==> src/rtl/button_event_arbiter.sv <==
// Button event arbiter: per-button press/long/release detection,
// round-robin serialisation of events into a valid/ready FIFO.
module button_event_arbiter #(
  parameter int unsigned NUM_BUTTONS = 4,
  parameter int unsigned LONG_TICKS  = 25000000,
  parameter int unsigned FIFO_DEPTH  = 4
) (
  input  logic                           i_Clk,
  input  logic                           i_Rst_L,
  input  logic [NUM_BUTTONS-1:0]         i_Buttons,
  output logic                           o_Event_Valid,
  input  logic                           i_Event_Ready,
  output logic [$clog2(NUM_BUTTONS)-1:0] o_Event_Id,
  output logic [1:0]                     o_Event_Type,
  output logic                           o_Overflow,
  input  logic                           i_Clear_Overflow
);

  localparam int NB = NUM_BUTTONS;
  localparam int IW = $clog2(NUM_BUTTONS);
  localparam int AW = $clog2(FIFO_DEPTH);
  localparam int EW = IW + 2;
  localparam logic [31:0] LT_M1 = 32'(LONG_TICKS - 1);

  localparam logic [1:0] EV_PRESS = 2'b00;
  localparam logic [1:0] EV_LONG  = 2'b01;
  localparam logic [1:0] EV_REL   = 2'b10;

  typedef enum logic [1:0] {
    ST_IDLE = 2'd0,
    ST_HELD = 2'd1,
    ST_LONG = 2'd2
  } state_e;

  state_e        st_q     [NB];
  state_e        st_d     [NB];
  logic [31:0]   cnt_q    [NB];
  logic [31:0]   cnt_d    [NB];
  logic [NB-1:0] prev_q;
  logic [NB-1:0] rise;
  logic [NB-1:0] fall;
  logic [NB-1:0] ev_v;
  logic [1:0]    ev_t     [NB];

  logic [NB-1:0] slot_v_q;
  logic [NB-1:0] slot_v_d;
  logic [1:0]    slot_t_q [NB];
  logic [1:0]    slot_t_d [NB];
  logic [NB-1:0] drop;

  logic [IW-1:0] rr_q;
  logic [IW-1:0] rr_d;
  logic          gnt_v;
  logic [IW-1:0] gnt_idx;
  logic [NB-1:0] gnt_oh;
  logic [IW:0]   scan;
  logic [IW-1:0] scan_idx;

  logic [EW-1:0] mem_q    [FIFO_DEPTH];
  logic [AW-1:0] wr_q;
  logic [AW-1:0] rd_q;
  logic [AW:0]   fcnt_q;
  logic          full;
  logic          push;
  logic          pop;
  logic          can_push;
  logic          ovf_q;
  logic          ovf_d;
  logic [EW-1:0] head;

  assign rise = ~prev_q & i_Buttons;
  assign fall = prev_q & ~i_Buttons;

  always_comb begin
    for (int i = 0; i < NB; i++) begin
      st_d[i]  = st_q[i];
      cnt_d[i] = cnt_q[i];
      ev_v[i]  = 1'b0;
      ev_t[i]  = EV_PRESS;
      case (st_q[i])
        ST_IDLE: begin
          if (rise[i]) begin
            st_d[i]  = ST_HELD;
            cnt_d[i] = '0;
            ev_v[i]  = 1'b1;
          end
        end
        ST_HELD: begin
          if (fall[i]) begin
            st_d[i] = ST_IDLE;
            ev_v[i] = 1'b1;
            ev_t[i] = EV_REL;
          end else if (i_Buttons[i]) begin
            if (cnt_q[i] != '1)
              cnt_d[i] = cnt_q[i] + 32'd1;
            if (cnt_q[i] == LT_M1) begin
              st_d[i] = ST_LONG;
              ev_v[i] = 1'b1;
              ev_t[i] = EV_LONG;
            end
          end
        end
        ST_LONG: begin
          if (fall[i]) begin
            st_d[i] = ST_IDLE;
            ev_v[i] = 1'b1;
            ev_t[i] = EV_REL;
          end
        end
        default: st_d[i] = ST_IDLE;
      endcase
    end
  end

  assign full     = (fcnt_q == (AW+1)'(FIFO_DEPTH));
  assign pop      = o_Event_Valid & i_Event_Ready;
  assign can_push = ~full | pop;

  // Scan slots starting at rr_q, wrapping at NB (not necessarily 2^IW).
  always_comb begin
    gnt_v    = 1'b0;
    gnt_idx  = '0;
    gnt_oh   = '0;
    scan     = '0;
    scan_idx = '0;
    for (int k = 0; k < NB; k++) begin
      scan = {1'b0, rr_q} + (IW+1)'(k);
      if (scan >= (IW+1)'(NB))
        scan = scan - (IW+1)'(NB);
      scan_idx = scan[IW-1:0];
      if (!gnt_v && can_push && slot_v_q[scan_idx]) begin
        gnt_v   = 1'b1;
        gnt_idx = scan_idx;
      end
    end
    if (gnt_v)
      gnt_oh[gnt_idx] = 1'b1;
  end

  assign push = gnt_v;
  assign rr_d = !gnt_v ? rr_q :
                (gnt_idx == IW'(NB - 1)) ? '0 : gnt_idx + IW'(1);

  always_comb begin
    for (int i = 0; i < NB; i++) begin
      slot_v_d[i] = slot_v_q[i] & ~gnt_oh[i];
      slot_t_d[i] = slot_t_q[i];
      drop[i]     = 1'b0;
      if (ev_v[i]) begin
        if (slot_v_q[i] && !gnt_oh[i]) begin
          drop[i] = 1'b1;
        end else begin
          slot_v_d[i] = 1'b1;
          slot_t_d[i] = ev_t[i];
        end
      end
    end
  end

  assign ovf_d = (|drop) ? 1'b1 :
                 i_Clear_Overflow ? 1'b0 : ovf_q;

  always_ff @(posedge i_Clk or negedge i_Rst_L) begin
    if (!i_Rst_L) begin
      prev_q   <= '0;
      slot_v_q <= '0;
      rr_q     <= '0;
      wr_q     <= '0;
      rd_q     <= '0;
      fcnt_q   <= '0;
      ovf_q    <= 1'b0;
      for (int i = 0; i < NB; i++) begin
        st_q[i]     <= ST_IDLE;
        cnt_q[i]    <= '0;
        slot_t_q[i] <= '0;
      end
      for (int j = 0; j < FIFO_DEPTH; j++)
        mem_q[j] <= '0;
    end else begin
      prev_q   <= i_Buttons;
      slot_v_q <= slot_v_d;
      rr_q     <= rr_d;
      ovf_q    <= ovf_d;
      for (int i = 0; i < NB; i++) begin
        st_q[i]     <= st_d[i];
        cnt_q[i]    <= cnt_d[i];
        slot_t_q[i] <= slot_t_d[i];
      end
      if (push) begin
        mem_q[wr_q] <= {gnt_idx, slot_t_q[gnt_idx]};
        wr_q        <= wr_q + AW'(1);
      end
      if (pop)
        rd_q <= rd_q + AW'(1);
      fcnt_q <= fcnt_q + (AW+1)'(push) - (AW+1)'(pop);
    end
  end

  assign head          = mem_q[rd_q];
  assign o_Event_Valid = (fcnt_q != '0);
  assign o_Event_Id    = o_Event_Valid ? head[EW-1:2] : '0;
  assign o_Event_Type  = o_Event_Valid ? head[1:0] : 2'b00;
  assign o_Overflow    = ovf_q;

endmodule

==> config.mk <==
export PLATFORM = sky130hd
export DESIGN_NAME = button_event_arbiter
export DESIGN_NICKNAME = d
export VERILOG_FILES = /design/src/rtl/button_event_arbiter.sv
export SDC_FILE = /design/constraint.sdc
export NUM_CORES = 1
export LEC_CHECK = 0
export BUFFER_PORTS_ARGS = -buffer_cell sky130_fd_sc_hd__buf_2
export CAP_MARGIN = 20
export CORE_ASPECT_RATIO = 1.75
export CORE_MARGIN = 1
export CORE_UTILIZATION = 35
export DETAILED_ROUTE_END_ITERATION = 6
export GPL_ROUTABILITY_DRIVEN = 0
export HOLD_SLACK_MARGIN = 0.1
export PLACE_DENSITY_LB_ADDON = 0.12
export SYNTH_ARGS = -nofsm -noshare
export SYNTH_HDL_FRONTEND = slang
export SYNTH_SLANG_ARGS = --single-unit
==> constraint.sdc <==
create_clock -name i_Clk -period 2.8 [get_ports i_Clk]
set_input_delay 0.28 -clock i_Clk [delete_from_list [all_inputs] [get_ports i_Clk]]
set_output_delay 0.28 -clock i_Clk [all_outputs]
set_load 0.005 [all_outputs]
==> results.yml <==
placement:
  dp_cells: 1522
  portBuffers: 13
  hpwlAfterDp_mm: 19.10
  pre_cts_slack_ns: 0.3482
drt:
  dr.first_iter.drc_count: 352
  drt-pass1-iter-count: 4
  drcViolationCount: 0
  via_per_inst: 5.377
  antenna_left: 0
  route.detailed.wl_per_inst_um: 16.55
  vias: 8388
  drt-total-wl_mm: 25.82
synthesis:
  synth_cells: 1132
  syn_avg_cell_area_um2: 9.120
  yosysWarnings: 0
  synthDistinctLibCells: 89
  synthFlopType: "dfrtp_1"
  synth_seq_area_share_pct: 43.15
  ys_seq_elements: 178
  synth_edf_count: 0
  synth_area_um2: 10320
  syn-num-nets: 1171
  async_flop_share_pct: 100.0
setup_path:
  cp_cell_sequence: "or4b_1, o21ai_2, a21oi_4, inv_2, mux4_2, mux2_2"
  r2r-start: "fcnt_q[1]"
  crit_type: "flip-flop to flip-flop"
  crit_path_end_kind: "flip-flop"
  crit_slowest_cell: "or4b_1"
  max_stage_delay_ns: 0.71
  r2r_end: "mem_q[0]"
  arrival_ns: 2.78
  critical_path_required_ns: 3.14
  crit_fanout: 8
  r2r_cells: 6
  rrSetupSlack_ns: 0.36
  startpoint_type: "flip-flop"
sta:
  fin_crit_sh_pct: 87.22
  worst_slack_ns: 0.3578
  setup_tns_ns: 0
  relSlewSlack_pct: 48.47
  maxSlewViolCount: 0
  rsz0062_at_grt: "no"
  clock.fmax_mhz: 409.5
  fin_crit_ns: 2.442
  worst_pin_slew_ns: 0.7693
  hold_ws_ns: 0.1916
  final_hold_viol_count: 0
  setup_violations: 0
  fin_skew_ns: 0.009537
min_path:
  worstHoldEndpoint: "rd_q[0]"
  hold_path.class: "primary input to flip-flop"
  hp-start: "i_Event_Ready"
  holdPathStages: 3
floorplanning:
  die_w_um: 131.8
  rows: 82
  start_util_pct: 35.81
  core_um2: 28830
  num_io_pins: 14
  dieHeight_um: 229.2
  die_area_um2: 30210
power_and_ir_drop:
  p_leak_nw: 4.954
  ir_drop_uv: 509.9
  p_total_mw: 8.312
  power_density_nw_per_um2: 714.2
layout:
  layout_commonest_cell: "dfrtp_1"
  drive_above_1_share_pct: 11.43
  fillers: 2915
  area_growth_pct: 12.73
  final_net_count: 1207
  final_cells: 1560
  layout_common_cells: "dfrtp_1, nand2_1, nor2_1"
global_routing:
  grt_overflow: 0
  grt_use_total_pct: 18.35
  grt_max_degree: 53
  antenna_found_initial: 0
  grt_pass1_wl_mm: 44.06
  grt_pass1_vias: 8796
run_status:
  status: "complete, no violations"
clock_tree:
  postCtsSetupBuffers: 0
  cts.path.max_buffers: 2
  htree_num_levels: 4
  clk_pin_slew_ns: 0.07
  cts_tree: "built"
  numCtsBuffers: 17
  cts-root-buf: "clkbuf_16"
  clkLatencyLatePin_ns: 0.46
  post_cts_resized: 0
  clock_sink_count: 178
flow_run:
  cap_violations: 0
[sequential cells by signal, summed over array words and instances (netlist names)]
signal	cells
cnt_q	128
mem_q	16
slot_t_q	8
st_q	8
prev_q	4
slot_v_q	4
fcnt_q	3
rd_q	2
rr_q	2
wr_q	2
o_Overflow	1
[where the power goes]
group	internal, mW	switching, mW
Sequential	2.90	0.344
Clock	1.36	1.10
Combinational	1.06	1.55
Total	5.31	3.00
[final cells by class]
class	instances	area, um2	area share (%)
diodes	1	2.502	0.02150
clock buffers	19	442.9	3.806
clock inverters	13	147.6	1.269
inverters	44	165.2	1.419
multi-input cells	874	5540	47.61
flip-flops and latches	178	4454	38.28
well taps	378	473.0	4.064
repair buffers	53	411.6	3.537
[routing by layer]
layer	up-vias	wire length (um)	track usage, %
met2	84	14440	35.35
met3	49	499	3.187
met5	-	0	0
met4	0	751	8.249
li1	4173	-	-
met1	4082	10130	19.01
[kinds of logic after synthesis]
logic type      Yosys count  synth area share (%)
flops                   178                 43.15
fa+ha+maj                31                 3.830
compound gates          226                 14.51
mux                      18                 2.606
xor+xnor                 63                 5.345
buf+inv                  80                 3.187
simple gates            536                 27.38
[cell usage after synthesis (all sizes together), types with 3 or more instances]
library cell    n  share of area, %
mux2           11               1.2
and4            9              0.76
or4b            4              0.39
nand3          73               3.7
nor2b          11              0.67
nor3b           4              0.29
or4            10              0.73
nand2b          9              0.55
and2           16              0.99
nor2          107               3.9
a21oi          32               1.7
nor4b           5              0.48
nor3           36               1.9
nand4          41               2.6
o2111ai         3              0.32
and3           23               1.4
a22o            4              0.34
o21a           10              0.73
inv            44               1.6
a31oi           8              0.55
o41ai           7              0.67
ha             30               3.6
o211ai          6              0.44
o31ai          28               2.0
and2b           3              0.22
o32ai           3              0.33
nand2         139               5.1
or2             5              0.30
buf            18              0.91
or3            13              0.79
a211oi          3              0.22
mux4            6               1.3
a21boi          3              0.22
dfrtp         178                43
a21o            7              0.51
clkbuf         18              0.68
xor2           38               3.2
nor4           21               2.0
o21ai          89               4.4
xnor2          25               2.1
[metrics by stage]
step	instance area [um2]	utilization [%]
6_report	11640	40.37
5_1_grt	11630	40.36
4_1_cts	11630	40.36
3_5_place_dp	10990	38.13
3_3_place_gp	10990	38.13
2_1_floorplan	10320	-
[worst max-delay path by stage]
stage,startpoint,endpoint
3_3_place_gp,fcnt_q[1],mem_q[8]
5_1_grt,st_q[6],cnt_q[118]
4_1_cts,fcnt_q[1],mem_q[0]
3_5_place_dp,fcnt_q[1],mem_q[0]
2_1_floorplan,fcnt_q[1],fcnt_q[2]
6_report,fcnt_q[1],mem_q[0]
[timing repair]
action	4_1_cts	5_1_grt
setup endpoints to repair	0	0
hold endpoints to repair	52	0
hold buffers	5	0
[worst max-delay path: cells and delay by family, from the launching register on]
kind / cells / cell delay [ns]
mux: 2 / 0.87
buf+inv: 1 / 0.15
simple gates: 1 / 0.71
flops: 1 / 0.39
compound gates: 2 / 0.21
Power figures use the tool's default switching activity.
